## src/rtl/packet_parser_if.sv

```systemverilog
// packet_parser_if: upstream byte stream plus parsed header, payload and CRC outputs
interface packet_parser_if;
  logic [31:0] in_data;
  logic        in_valid;
  logic        ph_select;
  logic        ph_valid;
  logic [1:0]  virtual_channel;
  logic [5:0]  data_type;
  logic [15:0] word_count;
  logic [7:0]  ecc;
  logic        frame_start;
  logic        frame_end;
  logic        line_start;
  logic        line_end;
  logic [15:0] payload;
  logic [1:0]  payload_be;
  logic        payload_valid;
  logic [15:0] crc;
  logic        crc_valid;
  logic        packet_done;
  logic        err_truncated;
  modport master (
    output in_data, in_valid, ph_select,
    input  ph_valid, virtual_channel, data_type, word_count, ecc,
           frame_start, frame_end, line_start, line_end,
           payload, payload_be, payload_valid, crc, crc_valid, packet_done, err_truncated
  );
  modport slave (
    input  in_data, in_valid, ph_select,
    output ph_valid, virtual_channel, data_type, word_count, ecc,
           frame_start, frame_end, line_start, line_end,
           payload, payload_be, payload_valid, crc, crc_valid, packet_done, err_truncated
  );
endinterface

```

## src/rtl/packet_parser.sv

```systemverilog
// packet_parser: splits a CSI-2 style byte stream into header fields, payload bytes and CRC
module packet_parser (
  input logic        rxbyteclkhs,
  input logic        reset,
  packet_parser_if.slave bus
);
  typedef enum logic [2:0] {IDLE, PAYLOAD, CRC_LO, CRC_HI, DRAIN} state_e;
  typedef struct packed {
    logic        ph_valid;
    logic [1:0]  vc;
    logic [5:0]  dt;
    logic [15:0] wc;
    logic [7:0]  ecc;
    logic        fs, fe, ls, le;
    logic [15:0] payload;
    logic [1:0]  be;
    logic        pv;
    logic [15:0] crc;
    logic        crc_valid, done, err;
  } out_t;
  state_e      state_q, state_d;
  logic [15:0] rem_q, rem_d;
  out_t        o_q, o_d;
  logic        v, hdr, short_pkt, two_left;
  logic [15:0] wc_in, rem_m2;
  logic [15:0] hi;
  assign v         = bus.in_valid;
  assign hdr       = v & bus.ph_select;
  assign short_pkt = bus.in_data[5:4] == 2'b00;
  assign wc_in     = bus.in_data[23:8];
  assign hi        = bus.in_data[31:16];
  assign two_left  = |rem_q[15:1];
  assign rem_m2    = rem_q - 16'd2;
  always_ff @(posedge rxbyteclkhs or posedge reset)
    if (reset) begin
      state_q <= IDLE;
      rem_q   <= '0;
      o_q     <= '0;
    end else begin
      state_q <= state_d;
      rem_q   <= rem_d;
      o_q     <= o_d;
    end
  always_comb begin
    state_d = state_q;
    rem_d   = rem_q;
    case (state_q)
      IDLE: if (hdr) begin
        state_d = short_pkt ? DRAIN : (wc_in == 16'd0 ? CRC_LO : PAYLOAD);
        rem_d   = short_pkt ? 16'd0 : wc_in;
      end
      PAYLOAD: if (!v) state_d = IDLE;
        else if (two_left) begin
          rem_d   = rem_m2;
          state_d = rem_m2 == 16'd0 ? CRC_LO : PAYLOAD;
        end else begin
          rem_d   = '0;
          state_d = CRC_HI;
        end
      CRC_LO, CRC_HI: state_d = v ? DRAIN : IDLE;
      DRAIN: state_d = v ? DRAIN : IDLE;
      default: state_d = IDLE;
    endcase
  end
  // header fields and crc hold between updates; everything else is a one-cycle pulse
  always_comb begin
    o_d = o_q;
    {o_d.ph_valid, o_d.fs, o_d.fe, o_d.ls, o_d.le, o_d.be, o_d.pv,
     o_d.crc_valid, o_d.done, o_d.err} = '0;
    case (state_q)
      IDLE: if (hdr) begin
        o_d.ph_valid = 1'b1;
        o_d.dt       = bus.in_data[5:0];
        o_d.vc       = bus.in_data[7:6];
        o_d.wc       = wc_in;
        o_d.ecc      = bus.in_data[31:24];
        o_d.fs       = bus.in_data[5:0] == 6'h00;
        o_d.fe       = bus.in_data[5:0] == 6'h01;
        o_d.ls       = bus.in_data[5:0] == 6'h02;
        o_d.le       = bus.in_data[5:0] == 6'h03;
        o_d.done     = short_pkt;
      end
      PAYLOAD: if (!v) o_d.err = 1'b1;
        else begin
          o_d.pv      = 1'b1;
          o_d.payload = two_left ? hi : {8'h00, hi[7:0]};
          o_d.be      = two_left ? 2'b11 : 2'b01;
          if (!two_left) o_d.crc[7:0] = hi[15:8];
        end
      CRC_LO: if (!v) o_d.err = 1'b1;
        else begin
          o_d.crc       = hi;
          o_d.crc_valid = 1'b1;
          o_d.done      = 1'b1;
        end
      CRC_HI: if (!v) o_d.err = 1'b1;
        else begin
          o_d.crc[15:8] = hi[7:0];
          o_d.crc_valid = 1'b1;
          o_d.done      = 1'b1;
        end
      default: ;
    endcase
  end
  assign bus.ph_valid        = o_q.ph_valid;
  assign bus.virtual_channel = o_q.vc;
  assign bus.data_type       = o_q.dt;
  assign bus.word_count      = o_q.wc;
  assign bus.ecc             = o_q.ecc;
  assign bus.frame_start     = o_q.fs;
  assign bus.frame_end       = o_q.fe;
  assign bus.line_start      = o_q.ls;
  assign bus.line_end        = o_q.le;
  assign bus.payload         = o_q.payload;
  assign bus.payload_be      = o_q.be;
  assign bus.payload_valid   = o_q.pv;
  assign bus.crc             = o_q.crc;
  assign bus.crc_valid       = o_q.crc_valid;
  assign bus.packet_done     = o_q.done;
  assign bus.err_truncated   = o_q.err;
endmodule

```

## src/flat_wrapper.sv

```systemverilog
// flat-port wrapper written by rule: the top's interface ports become plain ports
module packet_parser_flat 
  (rxbyteclkhs, reset, bus_in_data, bus_in_valid, bus_ph_select, bus_ph_valid, bus_virtual_channel, bus_data_type, bus_word_count, bus_ecc, bus_frame_start, bus_frame_end, bus_line_start, bus_line_end, bus_payload, bus_payload_be, bus_payload_valid, bus_crc, bus_crc_valid, bus_packet_done, bus_err_truncated);
  packet_parser_if bus_i ();
  input logic rxbyteclkhs;
  input logic reset;
  input wire logic [$bits(bus_i.in_data)-1:0] bus_in_data;
  input wire logic [$bits(bus_i.in_valid)-1:0] bus_in_valid;
  input wire logic [$bits(bus_i.ph_select)-1:0] bus_ph_select;
  output wire logic [$bits(bus_i.ph_valid)-1:0] bus_ph_valid;
  output wire logic [$bits(bus_i.virtual_channel)-1:0] bus_virtual_channel;
  output wire logic [$bits(bus_i.data_type)-1:0] bus_data_type;
  output wire logic [$bits(bus_i.word_count)-1:0] bus_word_count;
  output wire logic [$bits(bus_i.ecc)-1:0] bus_ecc;
  output wire logic [$bits(bus_i.frame_start)-1:0] bus_frame_start;
  output wire logic [$bits(bus_i.frame_end)-1:0] bus_frame_end;
  output wire logic [$bits(bus_i.line_start)-1:0] bus_line_start;
  output wire logic [$bits(bus_i.line_end)-1:0] bus_line_end;
  output wire logic [$bits(bus_i.payload)-1:0] bus_payload;
  output wire logic [$bits(bus_i.payload_be)-1:0] bus_payload_be;
  output wire logic [$bits(bus_i.payload_valid)-1:0] bus_payload_valid;
  output wire logic [$bits(bus_i.crc)-1:0] bus_crc;
  output wire logic [$bits(bus_i.crc_valid)-1:0] bus_crc_valid;
  output wire logic [$bits(bus_i.packet_done)-1:0] bus_packet_done;
  output wire logic [$bits(bus_i.err_truncated)-1:0] bus_err_truncated;
  assign bus_i.in_data = bus_in_data;
  assign bus_i.in_valid = bus_in_valid;
  assign bus_i.ph_select = bus_ph_select;
  assign bus_ph_valid = bus_i.ph_valid;
  assign bus_virtual_channel = bus_i.virtual_channel;
  assign bus_data_type = bus_i.data_type;
  assign bus_word_count = bus_i.word_count;
  assign bus_ecc = bus_i.ecc;
  assign bus_frame_start = bus_i.frame_start;
  assign bus_frame_end = bus_i.frame_end;
  assign bus_line_start = bus_i.line_start;
  assign bus_line_end = bus_i.line_end;
  assign bus_payload = bus_i.payload;
  assign bus_payload_be = bus_i.payload_be;
  assign bus_payload_valid = bus_i.payload_valid;
  assign bus_crc = bus_i.crc;
  assign bus_crc_valid = bus_i.crc_valid;
  assign bus_packet_done = bus_i.packet_done;
  assign bus_err_truncated = bus_i.err_truncated;
  packet_parser u_core (.rxbyteclkhs(rxbyteclkhs), .reset(reset), .bus(bus_i));
endmodule
```

## config.mk

```make
export PLATFORM = sky130hd
export DESIGN_NAME = packet_parser_flat
export DESIGN_NICKNAME = d
export VERILOG_FILES = /design/src/rtl/packet_parser_if.sv /design/src/rtl/packet_parser.sv /design/src/flat_wrapper.sv
export SDC_FILE = /design/constraint.sdc
export NUM_CORES = 1
export LEC_CHECK = 0
export ABC_AREA = 1
export BUFFER_PORTS_ARGS = -buffer_cell sky130_fd_sc_hd__buf_2
export CORE_ASPECT_RATIO = 0.5
export CORE_UTILIZATION = 55
export CTS_BUF_LIST = sky130_fd_sc_hd__clkbuf_4 sky130_fd_sc_hd__clkbuf_8
export CTS_CLUSTER_SIZE = 28
export DETAILED_ROUTE_END_ITERATION = 10
export PLACE_DENSITY = 0.83
export REMOVE_ABC_BUFFERS = 1
export SLEW_MARGIN = 20
export SYNTH_ARGS = -nofsm -noshare
export SYNTH_HDL_FRONTEND = slang
export SYNTH_SLANG_ARGS = --single-unit
export TNS_END_PERCENT = 5
```

## constraint.sdc

```tcl
create_clock -name rxbyteclkhs -period 2.9 [get_ports rxbyteclkhs]
set_clock_uncertainty 0.2 [all_clocks]
set_input_delay 0 -clock rxbyteclkhs [delete_from_list [all_inputs] [get_ports rxbyteclkhs]]
set_output_delay 0 -clock rxbyteclkhs [all_outputs]
set_load 0.01 [all_outputs]
```

Yosys cells after proc, flatten, opt, wreduce, memory -nomap -nowiden
Cells that the tools add are included.
{"block": "classes", "n_mux": 31, "add_sub_neg": 1, "eq_ne": 12, "n_reduce_logical": 16, "bitwise_logic": 1}
{"operator": "16-bit 2-to-1 mux", "count": 5}
{"operator": "37-bit 2-to-1 mux", "count": 2}
{"operator": "16-bit logical NOT", "count": 2}
{"operator": "16-bit one-hot mux with 2 select lines", "count": 1}
{"operator": "8-bit one-hot mux with 2 select lines", "count": 2}
{"operator": "8-bit 2-to-1 mux", "count": 3}
{"operator": "3-bit 2-to-1 mux", "count": 7}
{"operator": "18-bit 2-to-1 mux", "count": 1}
{"operator": "16-bit by 2-bit subtractor with 16-bit output, second input constant", "count": 1}
{"operator": "15-bit OR reduction", "count": 1}
{"operator": "6-bit by 2-bit equality test with 1-bit output, second input constant", "count": 2}
{"operator": "3-bit one-hot mux with 3 select lines", "count": 1}
{"operator": "2-bit 2-to-1 mux", "count": 4}
{"operator": "2-bit != test, second input constant", "count": 4}
{"operator": "3-bit by 2-bit equality test with 1-bit output, second input constant", "count": 2}
{"operator": "6-bit by 1-bit equality test with 1-bit output, second input constant", "count": 1}
{"operator": "6-bit logical NOT", "count": 1}
{"operator": "3-bit AND reduction", "count": 2}
{"operator": "2-bit nonzero test", "count": 3}
{"operator": "3-bit OR reduction", "count": 2}
{"operator": "2-bit AND reduction", "count": 2}
{"operator": "4-bit AND reduction", "count": 1}
{"operator": "3-bit by 1-bit equality test with 1-bit output, second input constant", "count": 1}
{"operator": "3-bit equality test, second input constant", "count": 1}
{"operator": "7 further kinds", "count": 9}
{"block": "totals", "in_bits": 36, "out_inout_bits": 75, "regBits": 94, "wordCells": 80}

Logic depth before layout (Yosys ltp)
{"block": "depth", "word_depth": 6, "ltp_mapped": 14, "mapped_depth_nobuf": 14}

Worst setup path after synthesis
OpenSTA, ideal clock, no wires.
{"block": "synth_path", "kind": "register to register", "startpoint": "register u_core.rem_q[1]", "endpoint": "register u_core.rem_q[11]", "stages_incl_launch_ff": 13, "t_arrival_ns": 1.675, "slack_ns": 0.902, "setup_ns": 0.123, "synth_period_minus_slack_ns": 1.998, "required_ns": 2.577, "n_path_buf": 1, "cell_sequence": "dfrtp_1 inv_1 ha_1 inv_1 nor2_1 nand2_1 nor2_4 nand3_2 nand2_4 inv_2 buf_6 a22oi_1 o21ai_1"}
{"block": "synth_via", "elab_chain_len": 4, "word_cells_on_any_way": 5, "classes_between": "add/sub (1); mux (3); reduce/logical (1)"}
{"item": "from (decl)", "line_no": "packet_parser.sv:22", "source": "logic [15:0] rem_q, rem_d;"}
{"item": "from (signal assigned)", "line_no": "packet_parser.sv:41", "source": "rem_q <= rem_d;"}
{"item": "16-bit by 2-bit subtractor with 16-bit output or 15-bit OR reduction (tied branches)", "line_no": "packet_parser.sv:33, packet_parser.sv:32"}
{"item": "16-bit 2-to-1 mux (*)", "line_no": "packet_parser.sv:53", "source": "else if (two_left) begin"}
{"item": "16-bit 2-to-1 mux (*)", "line_no": "packet_parser.sv:52", "source": "PAYLOAD: if (!v) state_d = IDLE;"}
{"item": "16-bit one-hot mux with 2 select lines (*)", "line_no": "packet_parser.sv:47", "source": "case (state_q)"}
Every way passes the cells marked *; elsewhere a longest branch is shown, timed or not. The select of a mux whose other input is x is not followed.
A chain may end at the register's enable or synchronous reset.

==> results_dict.tcl <==
set metrics [dict create \
    layout_commonest_cell "nand2_1" \
    port_buffers 110 \
    grt_first_pass_wirelength_um 18900 \
    grt_pass1_vias 4023 \
    cp.arrival_ns 2.97 \
    finalCriticalPeriod_ns 2.85 \
    synthDistinctLibCells 31 \
    grt_max_degree 57 \
    wl_um 11600 \
    post_drt_via_cell_ratio 5.43 \
    critPathMaxFanout 13 \
    track_usage_pct 30.0 \
    finalNetCount 707 \
    hp-class "in2async" \
    fin_tns_setup_ns 0 \
    wire_per_inst_um 15.1 \
    max_freq_mhz 351 \
    outcome "finished clean" \
    path_class "reg2reg" \
    drive_gt1_share_pct 22.8 \
    num_rows 22 \
    yosysWarnings 0 \
    vdd_drop_max_v 0.000494 \
    area_delta_synth_final_pct 30.4 \
    ys_seq_area_share_pct 54.2 \
    stdcell_count 770 \
    clkTransAtPathRegs_ns 0.10 \
    yosys_register_bits 93 \
    tightest_slew_ns 0.940 \
    die_x_um 127 \
    cp.required_ns 3.02 \
    post-dp-hpwl_um 7670 \
    synth_cells 516 \
    drv_cap 0 \
    end_kind "register" \
    dpl_cell_area_mm2 0.00490 \
    grt_overflow 0 \
    ant_nets 0 \
    ios 111 \
    setup_violations 0 \
    worst_slack_ns 0.0471 \
    dr.first_iter.drc_count 361 \
    drcViolationCount 0 \
    initial_core_util_pct 57.7 \
    start_kind "register" \
    finalWeightedCongestion 0.901 \
    pre_cts_slack_ns 0.603 \
    dieArea_mm2 0.00818 \
    cts_buffers 9 \
    ctsRootBufferMaster "clkbuf_8" \
    tritoncts "yes" \
    cts_setup_buffers 0 \
    layout_common_cells "157 x nand2_1, 110 x buf_2, 93 x dfrtp_1, 53 x inv_1, 51 x o21ai_0" \
    p_per_area_mw_per_mm2 887 \
    rsz0062_at_grt "true" \
    cts.path.max_buffers 2 \
    coreArea_mm2 0.00743 \
    slew_violations 0 \
    cts_max_level 3 \
    die_y_um 64.5 \
    avgSynthCellArea_um2 8.31 \
    antennaDiodeCount 0 \
    place_inst 708 \
    hold_ws_ns 0.131 \
    netlist_area_mm2 0.00429 \
    p_leak_uw 0.00292 \
    post-route-period-util_pct 98.4 \
    grt_antenna_before_repair 0 \
    hold_viol_final 0 \
    vias 4181 \
    slew_headroom_pct 37.1 \
    worstSkewPairLatency_ns 0.37 \
    cts.sinks 93 \
    stdcell_area_mm2 0.00560 \
    drtPass1Iterations 6 \
]
-- synth_stat cells (all sizes together) --
master | instances | area share [%]
o221ai | 4 | 0.82
o22a | 1 | 0.20
ha | 1 | 0.29
nor3 | 5 | 0.70
a22oi | 9 | 1.6
o211ai | 8 | 1.4
nor2 | 48 | 5.9
nand3 | 28 | 3.4
nand2 | 158 | 14
inv | 63 | 5.5
buf | 11 | 1.6
a211oi | 1 | 0.18
o21ai | 56 | 6.5
o22ai | 3 | 0.44
xor2 | 1 | 0.20
nand4 | 4 | 0.58
dfrtp | 93 | 54
a31oi | 2 | 0.29
a21oi | 15 | 1.7
clkbuf | 5 | 0.44
-- state kept, by name, summed over array words and instances, names as in the netlist --
register                    flops
u_core.bus.virtual_channel      2
u_core.bus.word_count          16
u_core.bus.frame_start          1
u_core.bus.payload             16
u_core.bus.data_type            6
u_core.bus.ph_valid             1
u_core.bus.crc_valid            1
u_core.bus.line_end             1
u_core.bus.payload_be           2
u_core.bus.line_start           1
u_core.bus.packet_done          1
u_core.bus.frame_end            1
u_core.rem_q                   16
u_core.bus.ecc                  8
u_core.bus.crc                 16
u_core.state_q                  3
u_core.bus.err_truncated        1
-- per-stage QoR --
step,util (%),power (µW)
floorplan,-,3220
global placement,66.0,3840
detailed placement,66.0,3900
CTS,75.3,4920
global route,75.3,5310
finish,75.3,4960
-- cell type report --
cell class | instances | area [µm²]
clock inverters | 6 | 96.3
well taps | 96 | 120
clock buffers | 9 | 124
multi-input cells | 344 | 1640
repair buffers | 159 | 1050
inverters | 63 | 238
flip-flops and latches | 93 | 2330
fillers | 537 | 1840
-- cell families (layout without fill, tap and decap cells) --
| logic type | Yosys count | in the layout | share of synthesized area, % |
|---|---|---|---|
| flops | 93 | 93 | 54.2 |
| fa+ha+maj | 1 | 1 | 0.292 |
| compound gates | 99 | 99 | 13.2 |
| buf+inv | 79 | 237 | 7.55 |
| simple gates | 243 | 243 | 24.5 |
| xor+xnor | 1 | 1 | 0.204 |
-- timing repair --
| action | 4_1_cts | 5_1_grt |
|---|---|---|
| endpoints found under the setup margin | 0 | 2 |
| endpoints found under the hold margin | 145 | 0 |
| hold buffers | 47 | 0 |
| resized for setup | 0 | 1 |
-- per-layer routing --
layer  wire length, µm  global-route usage, %
met5                 0                      0
met4               332                   13.2
met3               927                   7.68
met2              5490                   50.9
met1              4860                   36.9
-- final timing paths --
| check | slack, ns | depth (start not counted) | endpoint | start |
|---|---|---|---|---|
| max | 0.05 | 9 | u_core.bus.frame_end | u_core.state_q[2] |
| min | 0.13 | 3 | u_core.bus.data_type[2] | reset |
| max reg2reg | 0.05 | 9 | u_core.bus.frame_end | u_core.state_q[2] |
| min reg2reg | 0.28 | 2 | u_core.bus.virtual_channel[1] | u_core.bus.virtual_channel[1] |
| max in group asynchronous | 1.66 | 4 | u_core.rem_q[8] | reset |
| min in group rxbyteclkhs | 0.25 | 3 | u_core.bus.err_truncated | bus_in_valid |
-- critical path, stage by stage, from the launching register on --
cell and delay (ns):
dfrtp_1 0.45, nor2_1 0.16, inv_2 0.08, nor2_2 0.15
inv_2 0.08, nor2_4 0.30, nand3_1 0.13, dlygate4sd3_1 0.62
nor2_1 0.09, dlygate4sd3_1 0.54
-- power breakdown --
| group | internal (µW) | switching (µW) | leakage (µW) |
|---|---|---|---|
| clock | 491 | 484 | 0.000108 |
| sequential | 1760 | 297 | 0.00117 |
| combinational | 722 | 1210 | 0.00164 |
| total | 2970 | 1990 | 0.00292 |
No activity file was read; power rests on OpenSTA's default activity.
